### src/rtl/rsbus_d2r_arbiter_if.sv
// rsbus_d2r_arbiter_if
// Bundles the requester-side and injector-side signals of the d2r arbiter.
//   req_i_stb  : per-requester "complete frame ready"
//   req_i_len  : per-requester frame length select, 0=short, 1=long
//   req_i_bus  : per-requester current word
//   req_o_rd   : per-requester word-consume strobe
//   frm_o_stb  : frame word valid toward the injector
//   frm_o_sof  : first (header) word of a frame
//   frm_o_iid  : injector id of the granted requester
//   frm_o_bus  : frame word
//   frm_i_af   : injector almost-full, [0] short, [1] long
// master modport: the arbiter. slave modport: requesters plus injector.
interface rsbus_d2r_arbiter_if #(
    parameter int unsigned N_REQ  = 4,
    parameter int unsigned WORD_W = 32
);
    logic [N_REQ-1:0]             req_i_stb;
    logic [N_REQ-1:0]             req_i_len;
    logic [N_REQ-1:0][WORD_W-1:0] req_i_bus;
    logic [N_REQ-1:0]             req_o_rd;
    logic                         frm_o_stb;
    logic                         frm_o_sof;
    logic [3:0]                   frm_o_iid;
    logic [WORD_W-1:0]            frm_o_bus;
    logic [1:0]                   frm_i_af;

    modport master (
        input  req_i_stb, req_i_len, req_i_bus, frm_i_af,
        output req_o_rd, frm_o_stb, frm_o_sof, frm_o_iid, frm_o_bus
    );

    modport slave (
        output req_i_stb, req_i_len, req_i_bus, frm_i_af,
        input  req_o_rd, frm_o_stb, frm_o_sof, frm_o_iid, frm_o_bus
    );
endinterface

### src/rtl/rsbus_d2r_arbiter.sv
// rsbus_d2r_arbiter
// Frame-level round-robin arbiter sharing one ring-injection port between
// N_REQ local devices. One eligible requester is granted per frame and its
// words are streamed, contiguously, onto the frm_o_* port.
// Ports:
//   clk  : clock, rising edge
//   rst  : synchronous reset, active-high
//   bus  : rsbus_d2r_arbiter_if.master (requester inputs, req_o_rd,
//          frame stream outputs, injector almost-full flags)
//
// state | meaning
// IDLE  | pick the next eligible requester starting from ptr
// XFER  | stream the granted frame, one word per cycle
module rsbus_d2r_arbiter #(
    parameter int unsigned N_REQ       = 4,
    parameter logic [3:0]  BASE_ID     = 4'd0,
    parameter int unsigned SHORT_WORDS = 2,
    parameter int unsigned LONG_WORDS  = 10,
    parameter int unsigned WORD_W      = 32
) (
    input  logic                clk,
    input  logic                rst,
    rsbus_d2r_arbiter_if.master bus
);
    localparam int unsigned PTR_W = (N_REQ > 1) ? $clog2(N_REQ) : 1;
    localparam int unsigned CNT_W = $clog2(LONG_WORDS);

    typedef enum logic {
        IDLE = 1'b0,
        XFER = 1'b1
    } state_t;

    state_t            state_q, state_d;
    logic [PTR_W-1:0]  ptr_q, ptr_d;
    logic [PTR_W-1:0]  sel_q, sel_d;
    logic              len_q, len_d;
    logic [CNT_W-1:0]  cnt_q, cnt_d;
    logic              stb_q, stb_d;
    logic              sof_q, sof_d;
    logic [3:0]        iid_q, iid_d;
    logic [WORD_W-1:0] word_q, word_d;

    logic [N_REQ-1:0]  elig;
    logic [N_REQ-1:0]  rd;
    logic [WORD_W-1:0] sel_word;
    logic [CNT_W-1:0]  cnt_last;
    logic              found;
    logic [PTR_W-1:0]  gnt_sel;
    logic [PTR_W-1:0]  gnt_nxt;
    logic              gnt_len;

    always_comb begin
        elig = '0;
        for (int i = 0; i < N_REQ; i++) begin
            elig[i] = bus.req_i_stb[i] && !bus.frm_i_af[bus.req_i_len[i]];
        end
    end

    // Rotating priority as two passes: first the indices at or above ptr,
    // then wrap around to the ones below it.
    always_comb begin
        found   = 1'b0;
        gnt_sel = '0;
        gnt_nxt = '0;
        gnt_len = 1'b0;
        for (int i = 0; i < N_REQ; i++) begin
            if (!found && elig[i] && (i >= int'(ptr_q))) begin
                found   = 1'b1;
                gnt_sel = PTR_W'(i);
                gnt_nxt = PTR_W'((i + 1) % N_REQ);
                gnt_len = bus.req_i_len[i];
            end
        end
        for (int i = 0; i < N_REQ; i++) begin
            if (!found && elig[i]) begin
                found   = 1'b1;
                gnt_sel = PTR_W'(i);
                gnt_nxt = PTR_W'((i + 1) % N_REQ);
                gnt_len = bus.req_i_len[i];
            end
        end
    end

    always_comb begin
        sel_word = '0;
        for (int i = 0; i < N_REQ; i++) begin
            if (sel_q == PTR_W'(i)) begin
                sel_word = bus.req_i_bus[i];
            end
        end
    end

    assign cnt_last = len_q ? CNT_W'(LONG_WORDS - 1) : CNT_W'(SHORT_WORDS - 1);

    always_comb begin
        state_d = state_q;
        ptr_d   = ptr_q;
        sel_d   = sel_q;
        len_d   = len_q;
        cnt_d   = cnt_q;
        stb_d   = 1'b0;
        sof_d   = 1'b0;
        iid_d   = iid_q;
        word_d  = word_q;
        rd      = '0;
        case (state_q)
            IDLE: begin
                if (found) begin
                    sel_d   = gnt_sel;
                    len_d   = gnt_len;
                    cnt_d   = '0;
                    ptr_d   = gnt_nxt;
                    state_d = XFER;
                end
            end
            XFER: begin
                for (int i = 0; i < N_REQ; i++) begin
                    rd[i] = (sel_q == PTR_W'(i));
                end
                stb_d  = 1'b1;
                sof_d  = (cnt_q == '0);
                word_d = sel_word;
                iid_d  = BASE_ID + 4'(sel_q);
                cnt_d  = cnt_q + 1'b1;
                if (cnt_q == cnt_last) begin
                    state_d = IDLE;
                end
            end
            default: state_d = IDLE;
        endcase
    end

    always_ff @(posedge clk) begin
        if (rst) begin
            state_q <= IDLE;
            ptr_q   <= '0;
            sel_q   <= '0;
            len_q   <= 1'b0;
            cnt_q   <= '0;
            stb_q   <= 1'b0;
            sof_q   <= 1'b0;
            iid_q   <= '0;
            word_q  <= '0;
        end else begin
            state_q <= state_d;
            ptr_q   <= ptr_d;
            sel_q   <= sel_d;
            len_q   <= len_d;
            cnt_q   <= cnt_d;
            stb_q   <= stb_d;
            sof_q   <= sof_d;
            iid_q   <= iid_d;
            word_q  <= word_d;
        end
    end

    // Requesters share rst, so the consume strobe is held low while it is asserted.
    assign bus.req_o_rd  = rst ? '0 : rd;
    assign bus.frm_o_stb = stb_q;
    assign bus.frm_o_sof = sof_q;
    assign bus.frm_o_iid = iid_q;
    assign bus.frm_o_bus = word_q;
endmodule

### src/flat_wrapper.sv
// flat-port wrapper written by rule: the top's interface ports become plain ports
module rsbus_d2r_arbiter_flat 
#(
    parameter int unsigned N_REQ       = 4,
    parameter logic [3:0]  BASE_ID     = 4'd0,
    parameter int unsigned SHORT_WORDS = 2,
    parameter int unsigned LONG_WORDS  = 10,
    parameter int unsigned WORD_W      = 32
)
  (clk, rst, bus_req_i_stb, bus_req_i_len, bus_req_i_bus, bus_frm_i_af, bus_req_o_rd, bus_frm_o_stb, bus_frm_o_sof, bus_frm_o_iid, bus_frm_o_bus);
  rsbus_d2r_arbiter_if #(.N_REQ(N_REQ), .WORD_W(WORD_W)) bus_i ();
  input  logic clk;
  input  logic rst;
  input wire logic [$bits(bus_i.req_i_stb)-1:0] bus_req_i_stb;
  input wire logic [$bits(bus_i.req_i_len)-1:0] bus_req_i_len;
  input wire logic [$bits(bus_i.req_i_bus)-1:0] bus_req_i_bus;
  input wire logic [$bits(bus_i.frm_i_af)-1:0] bus_frm_i_af;
  output wire logic [$bits(bus_i.req_o_rd)-1:0] bus_req_o_rd;
  output wire logic [$bits(bus_i.frm_o_stb)-1:0] bus_frm_o_stb;
  output wire logic [$bits(bus_i.frm_o_sof)-1:0] bus_frm_o_sof;
  output wire logic [$bits(bus_i.frm_o_iid)-1:0] bus_frm_o_iid;
  output wire logic [$bits(bus_i.frm_o_bus)-1:0] bus_frm_o_bus;
  assign bus_i.req_i_stb = bus_req_i_stb;
  assign bus_i.req_i_len = bus_req_i_len;
  assign bus_i.req_i_bus = bus_req_i_bus;
  assign bus_i.frm_i_af = bus_frm_i_af;
  assign bus_req_o_rd = bus_i.req_o_rd;
  assign bus_frm_o_stb = bus_i.frm_o_stb;
  assign bus_frm_o_sof = bus_i.frm_o_sof;
  assign bus_frm_o_iid = bus_i.frm_o_iid;
  assign bus_frm_o_bus = bus_i.frm_o_bus;
  rsbus_d2r_arbiter #(.N_REQ(N_REQ), .BASE_ID(BASE_ID), .SHORT_WORDS(SHORT_WORDS), .LONG_WORDS(LONG_WORDS), .WORD_W(WORD_W)) u_core (.clk(clk), .rst(rst), .bus(bus_i));
endmodule
### config.mk
export PLATFORM = sky130hd
export DESIGN_NAME = rsbus_d2r_arbiter_flat
export DESIGN_NICKNAME = d
export VERILOG_FILES = /design/src/rtl/rsbus_d2r_arbiter_if.sv /design/src/rtl/rsbus_d2r_arbiter.sv /design/src/flat_wrapper.sv
export SDC_FILE = /design/constraint.sdc
export NUM_CORES = 1
export LEC_CHECK = 0
export CORE_UTILIZATION = 40
export DETAILED_ROUTE_END_ITERATION = 10
export PLACE_DENSITY = 0.86
export SLEW_MARGIN = 20
export SYNTH_ARGS = -nofsm -noshare
export SYNTH_HDL_FRONTEND = slang
export SYNTH_SLANG_ARGS = --single-unit
### constraint.sdc
create_clock -name clk -period 2.5 [get_ports clk]
set_input_delay 0.25 -clock clk [delete_from_list [all_inputs] [get_ports clk]]
set_output_delay 0.25 -clock clk [all_outputs]
set_load 0.05 [all_outputs]
==> results.yml <==
synthesis:
  fraction_of_synthesized_area_in_multiplexers_pct: 39.4
  yosys.area_share.adder_pct: 1.27
  syn_area_um2: 2940
  yosys.area.top_type_share_pct: 31.3
  synthFlopType: "dfxtp_1"
  combinational_family_with_the_most_area_after_synthesis: "multiplexers"
  synth_top_area_cells: "dfxtp_1 31%, mux4_2 24%, mux2i_1 13%"
  synthTopCellsByCount: "46 x dfxtp_1, 44 x nor2_1, 39 x mux2i_1, 32 x mux4_2, 11 x nand2_1"
  yosys_warnings: 0
  synth_area_leader_cell: "dfxtp_1"
  seq_area_frac_synth_pct: 31.3
  synth_most_common_cell: "dfxtp_1"
  ys_seq_elements: 46
  synth_simple_gate_area_share_pct: 11.6
  yosys.area_share.xor_xnor_pct: 0.595
  synth_compound_area_share_pct: 10.1
  synthCells: 270
  synthArstFlopShare_pct: 0
  synth.distinct_cells: 50
  synth-edff-count: 0
  syn-mean-instance-area_um2: 10.9
power:
  vdd_drop_max_uv: 291
  p_per_area_nw_per_um2: 512
  power_leakage_nw: 1.85
  power.total_mw: 2.52
timing:
  maxSlewHeadroom_pct: 40.5
  tns_ns: 0
  final_max_slew_viol_count: 0
  setup-violations-final: 0
  tightest_slew_ns: 0.893
  min_period_over_period_pct: 79.1
  clock.fmax_mhz: 506
  finalHoldWorstSlack_ns: 0.497
  fin_skew_ns: 0.00334
  final_hold_viol_count: 0
  final_critical_period_ns: 1.98
  setup_repair_after_global_routing_missed_its_margin: "no"
  setup_slack_ns: 0.522
setup_path:
  cp-endpoint: "bus_req_o_rd[2]"
  crit_required_ns: 2.25
  max_stage_delay_ns: 0.92
  regToRegStartpoint: "u_core.sel_q[0]$_SDFFE_PP0P_"
  critical_path_slowest_stage_cell: "dfxtp_2"
  timing.critical_path.fanout_max: 37
  cp.depth: 3
  regToRegSetupSlack_ns: 0.70
  critical_path.n_buffers_inverters: 1
  crit_path_start_kind: "flip-flop"
  worst_setup_path_end_kind: "output port"
  crit_chain: "nand2_1 > nor2_1 > buf_12"
  r2r-end: "u_core.bus.frm_o_bus[25]$_SDFFE_PP0P_"
  path_delay_family: "flip-flops"
  arrival_ns: 1.73
  cp-startpoint: "u_core.sel_q[1]$_SDFFE_PP0P_"
  path_class: "flip-flop to output port"
  number_of_cells_on_the_worst_reg_to_reg_path: 4
routing:
  route.vias.total: 2904
  vias_per_cell: 5.41
  drt_iter0_drc: 171
  route.detailed.wl_per_inst_um: 17.3
  wl_mm: 9.31
  final_antenna_net_count: 0
  remaining_drc_errors: 0
  drt_pre_antenna_iters: 4
placement:
  dp.final_hpwl_mm: 7.46
  dpl_cell_area_um2: 4810
  place_worst_setup_slack_ns: 0.338
  place_congestion: 0.960
  buffer_ports.inserted: 179
clock_network:
  cts.sinks: 46
  postCtsResizedCells: 0
  clock_tree_from_tritoncts: "built"
  max-clock-path-buffers: 2
  cts_setup_buffers: 0
  cts_buffers: 5
  cts-root-buf: "clkbuf_8"
  clk_pin_slew_worst_paths_ns: 0.09
  clock_latency_on_the_worst_skew_pair_ns: 0.29
  ctsHoldBuffers: 0
  cts-htree-levels: 2
global_route:
  antenna_found_initial: 0
  grt_first_pass_wirelength_mm: 14.1
  grtUsageTotal_pct: 23.8
  grt_max_degree: 41
  overflow: 0
  grt_pass1_vias: 3007
outcome:
  outcome: "finished clean"
floorplanning:
  die_height_um: 87.8
  placementRows: 30
  floorplan.die.width_um: 87.8
  initial_core_util_pct: 42.4
  die_area_um2: 7710
  core_um2: 6940
  num_io_pins: 182
run:
  maxCapViolations: 0
worst_hold_path:
  hold_crit_depth: 1
  holdCritPathClass: "flip-flop to flip-flop"
final_layout:
  fillCellCount: 515
  n_antenna_cell: 0
  multi_input_comb_area_um2: 1860
  drive_gt1_share_pct: 13.8
  area_growth_syn_to_layout_pct: 67.0
  area_of_all_sequential_standard_cells_um2: 925
  layout.nets: 583
  fin_area_um2: 4920
how the worst min path moves through the flow:
stage | startpoint | slack (ns) | to
global route | u_core.cnt_q[3]$_SDFFE_PP0P_ | 0.52 | u_core.bus.frm_o_sof$_SDFF_PP0_
finish | u_core.cnt_q[3]$_SDFFE_PP0P_ | 0.50 | u_core.bus.frm_o_sof$_SDFF_PP0_
detailed placement | u_core.bus.frm_o_bus[7]$_SDFFE_PP0P_ | 0.48 | u_core.bus.frm_o_bus[7]$_SDFFE_PP0P_
CTS | u_core.cnt_q[3]$_SDFFE_PP0P_ | 0.50 | u_core.bus.frm_o_sof$_SDFF_PP0_
floorplan | u_core.cnt_q[3]$_SDFFE_PP0P_ | 0.46 | u_core.bus.frm_o_sof$_SDFF_PP0_
global placement | u_core.bus.frm_o_bus[28]$_SDFFE_PP0P_ | 0.47 | u_core.bus.frm_o_bus[28]$_SDFFE_PP0P_
per-layer routing:
metal	routed length (µm)	GRT usage (%)	vias up
li1	-	-	1353
met1	3320	25.1	1375
met2	4850	44.0	152
met3	872	6.88	24
met4	272	9.54	0
met5	0	0	-
power breakdown:
group | internal (mW) | switching (mW)
clock network | 0.298 | 0.255
logic | 0.561 | 0.501
registers | 0.809 | 0.0952
total | 1.67 | 0.851
flip-flops by register name, indices dropped and copies added, names as in the netlist:
register	cells
u_core.cnt_q	4
u_core.bus.frm_o_bus	32
u_core.ptr_q	2
u_core.len_q	1
u_core.bus.frm_o_sof	1
u_core.bus.frm_o_iid	2
u_core.sel_q	2
u_core.bus.frm_o_stb	1
u_core.state_q	1
stage by stage:
stage          std cells  utilization [%]
4_1_cts              537             70.8
5_1_grt              537             70.8
3_5_place_dp         529             69.2
2_1_floorplan        271                -
6_report             537             70.8
3_3_place_gp         529             69.2
cell families (layout without fill, tap and decap cells):
| kind of cell | count (synthesis) | after routing |
|---|---|---|
| compound gates | 37 | 37 |
| xor+xnor | 2 | 2 |
| fa+ha+maj | 3 | 3 |
| buf+inv | 30 | 200 |
| flops | 46 | 46 |
| mux | 75 | 75 |
| other cells | 1 | 2 |
| simple gates | 76 | 76 |
cell type report:
class	count	area share, %
multi-input combinational	195	37.9
inverter	8	0.611
sequential	46	18.8
clock inverter	2	0.763
clock buffer	6	1.48
tap	96	2.44
timing repair buffer	184	38.0
cells in the final DEF, fill, tap and decap left out, types with 3 or more instances in the layout:
cell type	instances
clkbuf_8	5
inv_1	8
clkdlybuf4s50_1	175
dfxtp_1	43
dfxtp_2	3
nor2_1	44
mux2_2	3
a21oi_1	7
ha_1	3
mux2i_1	39
nand2_1	11
mux4_2	32
buf_12	4
buf_4	5
nand2b_1	5
nor3_1	4
(Power assumes the default switching activity.)
